==> config.mk <==
export PLATFORM = sky130hd
export DESIGN_NAME = median_row_serializer
export DESIGN_NICKNAME = d
export VERILOG_FILES = /design/src/rtl/median_pkg.sv /design/src/rtl/median_row_buffer.sv /design/src/rtl/median_row_serializer.sv
export SDC_FILE = /design/constraint.sdc
export NUM_CORES = 1
export LEC_CHECK = 0
export BUFFER_PORTS_ARGS = -buffer_cell sky130_fd_sc_hd__buf_2
export CORE_UTILIZATION = 43
export DETAILED_ROUTE_END_ITERATION = 16
export HOLD_SLACK_MARGIN = 0.05
export PLACE_DENSITY = 0.62
export SLEW_MARGIN = 20
export SYNTH_ARGS = -nofsm -noshare
export SYNTH_HDL_FRONTEND = slang
export SYNTH_HIERARCHICAL = 1
export SYNTH_SLANG_ARGS = --single-unit
export TNS_END_PERCENT = 100
==> constraint.sdc <==
create_clock -name clk -period 52.3 [get_ports clk]
set_input_delay 5.23 -clock clk [delete_from_list [all_inputs] [get_ports clk]]
set_output_delay 5.23 -clock clk [all_outputs]
set_load 0.03 [all_outputs]
==> src/rtl/median_pkg.sv <==
// Shared types for the median filter family: pixel type, row-buffer occupancy
// and a width helper for counters that must stay at least one bit wide.
package median_pkg;

   localparam int PIX_W = 8;

   typedef logic [PIX_W-1:0] pixel_t;

   typedef enum logic [1:0] {
      EMPTY = 2'd0,
      ONE   = 2'd1,
      FULL  = 2'd2
   } occ_e;

   // Counter width for n states; never collapses to zero bits when n == 1.
   function automatic int unsigned clog2_min1(input int unsigned n);
      return (n > 32'd1) ? $clog2(n) : 32'd1;
   endfunction

endpackage

==> src/rtl/median_row_buffer.sv <==
// Two-entry row store with per-entry row tags. Written one whole row at a time,
// read one pixel at a time through the selected entry and column.
module median_row_buffer
   import median_pkg::*;
#(
   parameter int W     = 98,
   parameter int TAG_W = 7,
   parameter int COL_W = 7
) (
   input  logic             clk,
   input  logic             we,
   input  logic             wsel,
   input  pixel_t           row_in [W-1:0],
   input  logic [TAG_W-1:0] tag_in,
   input  logic             rsel,
   input  logic [COL_W-1:0] col,
   output pixel_t           pix,
   output logic [TAG_W-1:0] tag
);

   pixel_t           mem_r [2][W];
   logic [TAG_W-1:0] tag_r [2];

   // Capture an accepted row and its tag; contents are intentionally not reset.
   always_ff @(posedge clk) begin
      if (we) begin
         for (int i = 0; i < W; i++) begin
            mem_r[wsel][i] <= row_in[i];
         end
         tag_r[wsel] <= tag_in;
      end
   end

   assign pix = mem_r[rsel][col];
   assign tag = tag_r[rsel];

endmodule

==> src/rtl/median_row_serializer.sv <==
// Buffers row-parallel median filter output in two slots and streams it one
// pixel per cycle over valid/ready with line and frame markers.
module median_row_serializer
   import median_pkg::*;
#(
   parameter int SIZE = 100
) (
   input  logic       clk,
   input  logic       rst,
   input  logic       row_valid,
   input  logic       frame_start,
   input  logic [7:0] row_in [SIZE-3:0],
   output logic [7:0] pix_data,
   output logic       pix_valid,
   input  logic       pix_ready,
   output logic       pix_sol,
   output logic       pix_eol,
   output logic       pix_sof,
   output logic       pix_eof,
   output logic       overflow,
   output logic       busy
);

   localparam int W     = SIZE - 2;
   localparam int ROWS  = SIZE - 2;
   localparam int COL_W = clog2_min1(W);
   localparam int TAG_W = clog2_min1(ROWS);

   localparam logic [COL_W-1:0] LAST_COL = COL_W'(W - 1);
   localparam logic [TAG_W-1:0] LAST_TAG = TAG_W'(ROWS - 1);

   occ_e             state_r;
   logic             wsel_r;
   logic             rsel_r;
   logic [COL_W-1:0] col_r;
   logic [TAG_W-1:0] in_row_r;
   logic             overflow_r;

   logic             valid_s;
   logic             hs_s;
   logic             release_s;
   logic             accept_s;
   logic             drop_s;
   logic [TAG_W-1:0] tag_s;
   logic [TAG_W-1:0] next_row_s;
   pixel_t           buf_pix_s;
   logic [TAG_W-1:0] buf_tag_s;

   median_row_buffer #(
      .W     (W),
      .TAG_W (TAG_W),
      .COL_W (COL_W)
   ) u_buf (
      .clk    (clk),
      .we     (accept_s),
      .wsel   (wsel_r),
      .row_in (row_in),
      .tag_in (tag_s),
      .rsel   (rsel_r),
      .col    (col_r),
      .pix    (buf_pix_s),
      .tag    (buf_tag_s)
   );

   // Handshake, release and accept decisions; a release frees a FULL slot in the same cycle.
   always_comb begin
      valid_s   = (state_r != EMPTY);
      hs_s      = valid_s && pix_ready;
      release_s = hs_s && (col_r == LAST_COL);
      accept_s  = row_valid && ((state_r != FULL) || release_s);
      drop_s    = row_valid && !accept_s;
      if (frame_start) begin
         tag_s = {TAG_W{1'b0}};
      end else begin
         tag_s = in_row_r;
      end
      if (tag_s == LAST_TAG) begin
         next_row_s = {TAG_W{1'b0}};
      end else begin
         next_row_s = tag_s + TAG_W'(1);
      end
   end

   // Occupancy FSM with pointers, column counter, input row counter and sticky overflow.
   always_ff @(posedge clk) begin
      if (rst) begin
         state_r    <= EMPTY;
         wsel_r     <= 1'b0;
         rsel_r     <= 1'b0;
         col_r      <= {COL_W{1'b0}};
         in_row_r   <= {TAG_W{1'b0}};
         overflow_r <= 1'b0;
      end else begin
         if (accept_s) begin
            wsel_r <= ~wsel_r;
         end
         // Dropped rows still count so the frame tagging stays aligned.
         if (row_valid) begin
            in_row_r <= next_row_s;
         end
         if (drop_s) begin
            overflow_r <= 1'b1;
         end
         if (hs_s) begin
            if (release_s) begin
               col_r  <= {COL_W{1'b0}};
               rsel_r <= ~rsel_r;
            end else begin
               col_r <= col_r + COL_W'(1);
            end
         end
         case (state_r)
            EMPTY: begin
               if (accept_s) begin
                  state_r <= ONE;
               end
            end
            ONE: begin
               if (accept_s && !release_s) begin
                  state_r <= FULL;
               end else if (release_s && !accept_s) begin
                  state_r <= EMPTY;
               end
            end
            FULL: begin
               if (release_s && !accept_s) begin
                  state_r <= ONE;
               end
            end
            default: begin
               state_r <= EMPTY;
            end
         endcase
      end
   end

   // Output data and markers, all forced low while nothing is buffered.
   always_comb begin
      if (valid_s) begin
         pix_data = buf_pix_s;
         pix_sol  = (col_r == {COL_W{1'b0}});
         pix_eol  = (col_r == LAST_COL);
         pix_sof  = (col_r == {COL_W{1'b0}}) && (buf_tag_s == {TAG_W{1'b0}});
         pix_eof  = (col_r == LAST_COL) && (buf_tag_s == LAST_TAG);
      end else begin
         pix_data = 8'd0;
         pix_sol  = 1'b0;
         pix_eol  = 1'b0;
         pix_sof  = 1'b0;
         pix_eof  = 1'b0;
      end
   end

   assign pix_valid = valid_s;
   assign busy      = valid_s;
   assign overflow  = overflow_r;

endmodule

# Word level (Yosys, flattened, before mapping)
# Memory sizes are Yosys's and may differ from the RTL's. A register that Yosys moved wholly into a read port is not among the register bits.
# Cells that the tools add are included.
[word_totals] ff_bits=19 mem_bits_rw=1582 in_bits=789 out_inout_bits=15 elab_cells=62 mem_count=2
[mem_list] memory="u_buf.mem_r" words=2 word_bits=784 rd=1 rd_clocked_by_memory_dff=1 write_ports=1 line_no="median_row_buffer.sv:21" text="pixel_t mem_r [2][W];"
[mem_list] memory="u_buf.tag_r" words=2 word_bits=7 rd=1 rd_clocked_by_memory_dff=1 write_ports=1 line_no="median_row_buffer.sv:22" text="logic [TAG_W-1:0] tag_r [2];"
[op_classes] n_addsub=2 n_lt_le_gt_ge=1 n_eq_ne=9 n_mux=22 bitwise=3 reduce_logical=17
[ops] operator="$bmux W8 S7" count=1
[ops] operator="$mux W8" count=3
[ops] operator="$eq A7 B7 Y1 const B" count=3
[ops] operator="$mux W7" count=3
[ops] operator="$add A7 B1 Y7 const B" count=2
[ops] operator="$logic_not A7 Y1" count=2
[ops] operator="$mux W1" count=10
[ops] operator="$ge A8 B8 Y1 const B" count=1
[ops] operator="$logic_and A1 B1 Y1" count=8
[ops] operator="$mux W2" count=4
[ops] operator="$not A7 Y8" count=1
[ops] operator="$ne A2 B2 Y1 const B" count=3
[ops] operator="$pmux W2 S3" count=1
[ops] operator="$ne A3 B3 Y1 const B" count=1
[ops] operator="$reduce_and A3 Y1" count=1
[ops] operator="$eq A2 B1 Y1 const B" count=1
[ops] operator="$eq A2 B2 Y1 const B" count=1
[ops] operator="$logic_not A1 Y1" count=2
[ops] operator="$logic_not A2 Y1" count=1
[ops] operator="$not A1 Y1" count=2
[ops] operator="$reduce_and A2 Y1" count=1
[ops] operator="$reduce_bool A2 Y1" count=1
[ops] operator="$logic_or A1 B1 Y1" count=1

# Longest topological paths before layout
[logic_depth] word_depth=10 depth_mapped=13 ltp_nobuf=7

# Modules after synthesis
# Netlist, hierarchy kept.
[modules_own_cells] module="median_row_buffer" instances=1 cells_each=2624 area_per_inst_um2=61039.8 seq_area_each_um2=47505.6
[modules_own_cells] module="median_row_serializer" instances=1 cells_each=149 area_per_inst_um2=1151.1 seq_area_each_um2=380.4

# Least setup slack after synthesis
# OpenSTA, ideal clock, no wires.
[synth_path] kind="input port to flip-flop" start="in row_valid" end="mem u_buf/mem_r[0][0] (netlist name) (enable)" arrival_ns=40.091 required_time_ns=50.241 slack_ns=10.149 stages=4 path_cell_list="inv_1 > clkbuf_1 > nor2_1 > nor2b_1"
[synth_between] elab_chain_len=3
[synth_rtl] item="start: declaration" line_no="median_row_serializer.sv:10" text="input logic row_valid,"
[synth_rtl] item="$logic_and A1 B1 Y1" line_no="median_row_serializer.sv:70" text="accept_s = row_valid && ((state_r != FULL) || release_s);"
[synth_rtl] item="net accept_s" line_no="median_row_serializer.sv:42" text="logic accept_s;"
[synth_rtl] item="$mux W1" line_no="median_row_buffer.sv:26" text="if (we) begin"
[synth_rtl] item="$mux W1 (implied by the code)" line_no="median_row_buffer.sv:28" text="mem_r[wsel][i] <= row_in[i];"
[synth_rtl] item="end: declaration" line_no="median_row_buffer.sv:21"
# The timed path passes the listed nets, and every way through them passes these cells.

# Worst setup path in the final report
[layout_path] start="reg col_r[0]" end="out pix_data[5]"
[layout_between] elab_chain_len=5
[layout_rtl] item="start: declaration" line_no="median_row_serializer.sv:35" text="logic [COL_W-1:0] col_r;"
[layout_rtl] item="start signal: assignment" line_no="median_row_serializer.sv:90" text="col_r <= {COL_W{1'b0}};"
[layout_rtl] item="start signal: assignment" line_no="median_row_serializer.sv:106" text="col_r <= {COL_W{1'b0}};"
[layout_rtl] item="start signal: assignment" line_no="median_row_serializer.sv:109" text="col_r <= col_r + COL_W'(1);"
[layout_rtl] item="$not A7 Y8 (implied by the code)" line_no="median_row_buffer.sv:34" text="assign pix = mem_r[rsel][col];"
[layout_rtl] item="$bmux W8 S7" line_no="median_row_buffer.sv:34"
[layout_rtl] item="$mux W8 (implied by the code) (2 in a row)" line_no="median_row_buffer.sv:34"
[layout_rtl] item="net buf_pix_s[5]" line_no="median_row_serializer.sv:46" text="pixel_t buf_pix_s;"
[layout_rtl] item="$mux W8" line_no="median_row_serializer.sv:139" text="if (valid_s) begin"
[layout_rtl] item="end: declaration" line_no="median_row_serializer.sv:13" text="output logic [7:0] pix_data,"
# The timed path passes the listed nets, and every way through them passes these cells. The select of a mux whose other input is x is not followed.

==> metrics.md <==
| Metric | Value |
|---|---|
| Outcome | finished, final reports clean |
| CTS tree | done |
| Initial core utilization | 0.4334 |
| Post-Syn Instances | around 2.8k |
| Critical Path RT | ~47 ns |
| Power share of the sequential group | 0.536 |
| Total count of max-transition violations in the final report | 0 |
| Number of design rule violations left after detail routing | 0 |
| Int Pwr | 2.225 mW |
| Tot Pwr | 2.844 mW |
| Commonest cells after routing, fill and taps aside | sky130_fd_sc_hd__edfxtp_1 (1,582), sky130_fd_sc_hd__buf_2 (803), sky130_fd_sc_hd__mux4_2 (303), sky130_fd_sc_hd__clkbuf_16 (170), sky130_fd_sc_hd__mux2i_1 (155) |
| Syn Area/Cell | around 22 µm² |
| Synth Cell Area | 0.06219 mm² |
| Power dissipated by switching net loads | 619.3 µW |
| Final weighted congestion in routability-driven placement | 0.8005 |
| Total non-filler cell area in the finished layout | 0.07337 mm² |
| Top-area cell type share of the netlist area | 0.7639 |
| Horizontal die dimension | between 300 and 400 µm |
| Final core occ | 0.5113 |
| Routed wire length | ~180 mm |
| First-pass GRT wire length | 248.0 mm |
| Grt total ovfl | 0 |
| Largest cells by area after synthesis | sky130_fd_sc_hd__edfxtp_1 (76%), sky130_fd_sc_hd__mux4_2 (11%), sky130_fd_sc_hd__mux2i_1 (2.5%) |
| Reported leakage power | 24.79 nW |
| Highest ir drop seen on vdd | about 29 µV |
| Number of vias per cell | 5.704 |
| Pin count of the biggest net entering global routing | 160 |
| Maximum clock path buffer count | 3 |
| Reg clk slew, reported paths | 0.06 ns |
| Startpoint type of the worst setup path | register |
| Count of maximum capacitance violations | 0 |
| Length of the first detailed-routing pass in iterations | 5 |
| Proportion of power drawn by combinational gates | 0.071 |
| Number of global-route vias before repair | 32.84k |
| CP Class | register to primary output |
| Number of hold buffers added after CTS | 0 |
| Dominant cell type by area after synthesis | sky130_fd_sc_hd__edfxtp_1 |
| Total nets after synthesis | 3,567 |
| # port buffers | between 800 and 900 |
| Tmin final | between 10 and 15 ns |
| Sw Share | 0.2178 |
| Period utilization | 0.2224 |
| Pwr Density | 38.76 mW/mm² |
| Total of cells resized after clock tree synthesis | 0 |
| Most common flop cell mapped by yosys | sky130_fd_sc_hd__edfxtp_1 |
| Arrival time reported for the critical path endpoint | 6.40 ns |
| Share of power burned in the clock network | 0.392 |
| Worst setup skew after layout | 0.01912 ns |
| Synth warn | 6 |
| Flop and latch count out of synthesis | 1,601 |
| Syn-to-layout area delta | 17.97% |
| DP Wirelength | 126.4 mm |
| Worst slew margin relative to its limit | 0.2421 |
| Multi-input combinational cell area | 0.01320 mm² |
| Cell variety after synth | 82 |
| Hold violation total from the final report | 0 |
| Instance area at placement | 0.06809 mm² |
| Level count of the clock H-tree | 4 |
| IO Count | approximately 800 |
| Minimum hold slack | 0.4740 ns |
| Post-CTS setup buffer count | 0 |
| Final total negative setup slack | 0 ns |
| Worst min-delay path category | register to register |
| Number of failing setup endpoints in the final timing report | 0 |
| Sequential-to-total area share from yosys stat | 0.7700 |
| Most common cell after layout, fill and taps aside | sky130_fd_sc_hd__edfxtp_1 |
| Final layout net count | between 4k and 5k |
| Count of vias placed by the detailed router | 32.73k |
| Layout cell share with drive strength beyond 1 | 0.3830 |
| Per-cell routed wire length | between 30 and 40 µm |
| Source-to-sink clock delay at the later pin of the worst-skew pair | 0.78 ns |
| Count of flip-flops with a built-in enable after synthesis | around 1.6k |
| Core region area | about 0.14 mm² |
| CTS sink cnt | 1,601 |
| Number of placement rows | 139 |
| Max FO, Critical Path | 102 |
| Detailed router's first-iteration violation count | 3,149 |
| Global router's overall resource usage | 0.2463 |
| Filler cells | 11.54k |
| Worst slew pin tran | 1.137 ns |
| Fmax achieved | 85.96 MHz |
| Die height | 382.3 µm |
| Proportion of register bits with asynchronous set or reset after synthesis | 0 |
| Register cell area after layout | approximately 0.048 mm² |
| Clock root buffer | sky130_fd_sc_hd__clkbuf_16 |
| Full die area | 0.1462 mm² |
| Cts bufs inserted | 164 |
| Nature of the critical path endpoint | primary output |
| Antenna-violating nets left | 0 |
| Number of antenna violations at the first check in global routing | 170 |
| Unrepaired setup endpoints after global routing | no |
-- power groups by stage --
stage               logic, mW  clock network, mW  registers (mW)
floorplan               0.111                  0            1.65
global placement        0.202                  0            1.55
detailed placement      0.205                  0            1.55
CTS                     0.205               1.14            1.53
global route            0.216               1.18            1.53
finish                  0.203               1.12            1.53
-- cell usage after synthesis, drive strengths merged (5+ instances only) --
cell type  count
mux2i        155
o22a           6
a22oi         36
a311oi         8
nor2b         15
o21ai         22
mux4         359
a221oi        15
a211oi        13
edfxtp      1582
ha             5
o21a           6
a211o          5
nand4          8
clkbuf        31
a21oi         40
nor2          30
nor4           6
nand3         25
o211ai        11
o221a          5
o22ai         19
dfxtp         19
nand2         67
and2          18
o221ai        19
or3            5
inv           14
nand2b         7
nor3          10
mux2          17
buf          120
a31oi          6
o31ai          8
-- flip-flops by register name, summed over array words and instances (netlist names) --
name and cells:
overflow 1, in_row_r 7, col_r 7, rsel_r 1, wsel_r 1, state_r 2, u_buf/tag_r 14, u_buf/mem_r 1568
-- layer usage --
metal	track usage	up-vias	part of all wire
met5	0	-	0.0038
met4	0.08267	102	0.030
met3	0.07275	422	0.092
met2	0.4004	1520	0.49
met1	0.3165	16960	0.38
li1	-	13720	-
-- critical path, stage by stage, from the launching register on --
cell                       delay, ns
sky130_fd_sc_hd__dfxtp_4        0.94
sky130_fd_sc_hd__buf_4          0.75
sky130_fd_sc_hd__buf_12         0.58
sky130_fd_sc_hd__buf_12         0.51
sky130_fd_sc_hd__mux4_2         0.33
sky130_fd_sc_hd__mux2i_1        0.19
sky130_fd_sc_hd__mux2_2         0.39
sky130_fd_sc_hd__a22oi_1        0.32
sky130_fd_sc_hd__a211oi_1       0.22
sky130_fd_sc_hd__a211oi_1       0.52
sky130_fd_sc_hd__and2_1         0.36
sky130_fd_sc_hd__buf_2          0.25
-- path summary, 6_finish.rpt --
path	to	from	slack (ns)	cells past startpoint
setup / recovery	pix_data[5]	col_r[0]	40.67	11
hold reg to reg	overflow	overflow	0.47	2
hold / removal	overflow	overflow	0.47	2
setup reg to reg	u_buf/mem_r[0][1]	col_r[0]	44.73	12
-- final cells by class --
| class | count | share of cell area |
|---|---|---|
| flip-flops and latches | 1601 | 0.6530 |
| multi-input cells | 1003 | 0.1799 |
| repair buffers | 859 | 0.06204 |
| clock buffers | 209 | 0.06039 |
| well taps | 1903 | 0.03245 |
| clock inverters | 86 | 0.009260 |
| diodes | 61 | 0.002081 |
| inverters | 15 | 0.0008356 |
-- stage by stage --
| step | worst slack (ns) | std cells |
|---|---|---|
| floorplan | 10.15 | 2773 |
| global placement | 41.22 | 5380 |
| detailed placement | 41.28 | 5380 |
| CTS | 40.41 | 5675 |
| global route | 40.33 | 5704 |
| finish | 40.67 | 5737 |
-- cell families (layout without fill, tap and decap cells) --
kind of cell | Yosys count | in the layout | share of synthesized area
other | 0 | 61 | 0
muxes | 531 | 531 | 0.1614
xor gates and xnor gates | 6 | 6 | 0.0008451
and+or+nand+nor | 216 | 216 | 0.01831
DFF | 1601 | 1601 | 0.7700
buffers and inverters | 169 | 1169 | 0.01923
AOI/OAI and AO/OA | 245 | 245 | 0.02921
adders and majority gates | 5 | 5 | 0.001006
Power figures use the tool's default switching activity.
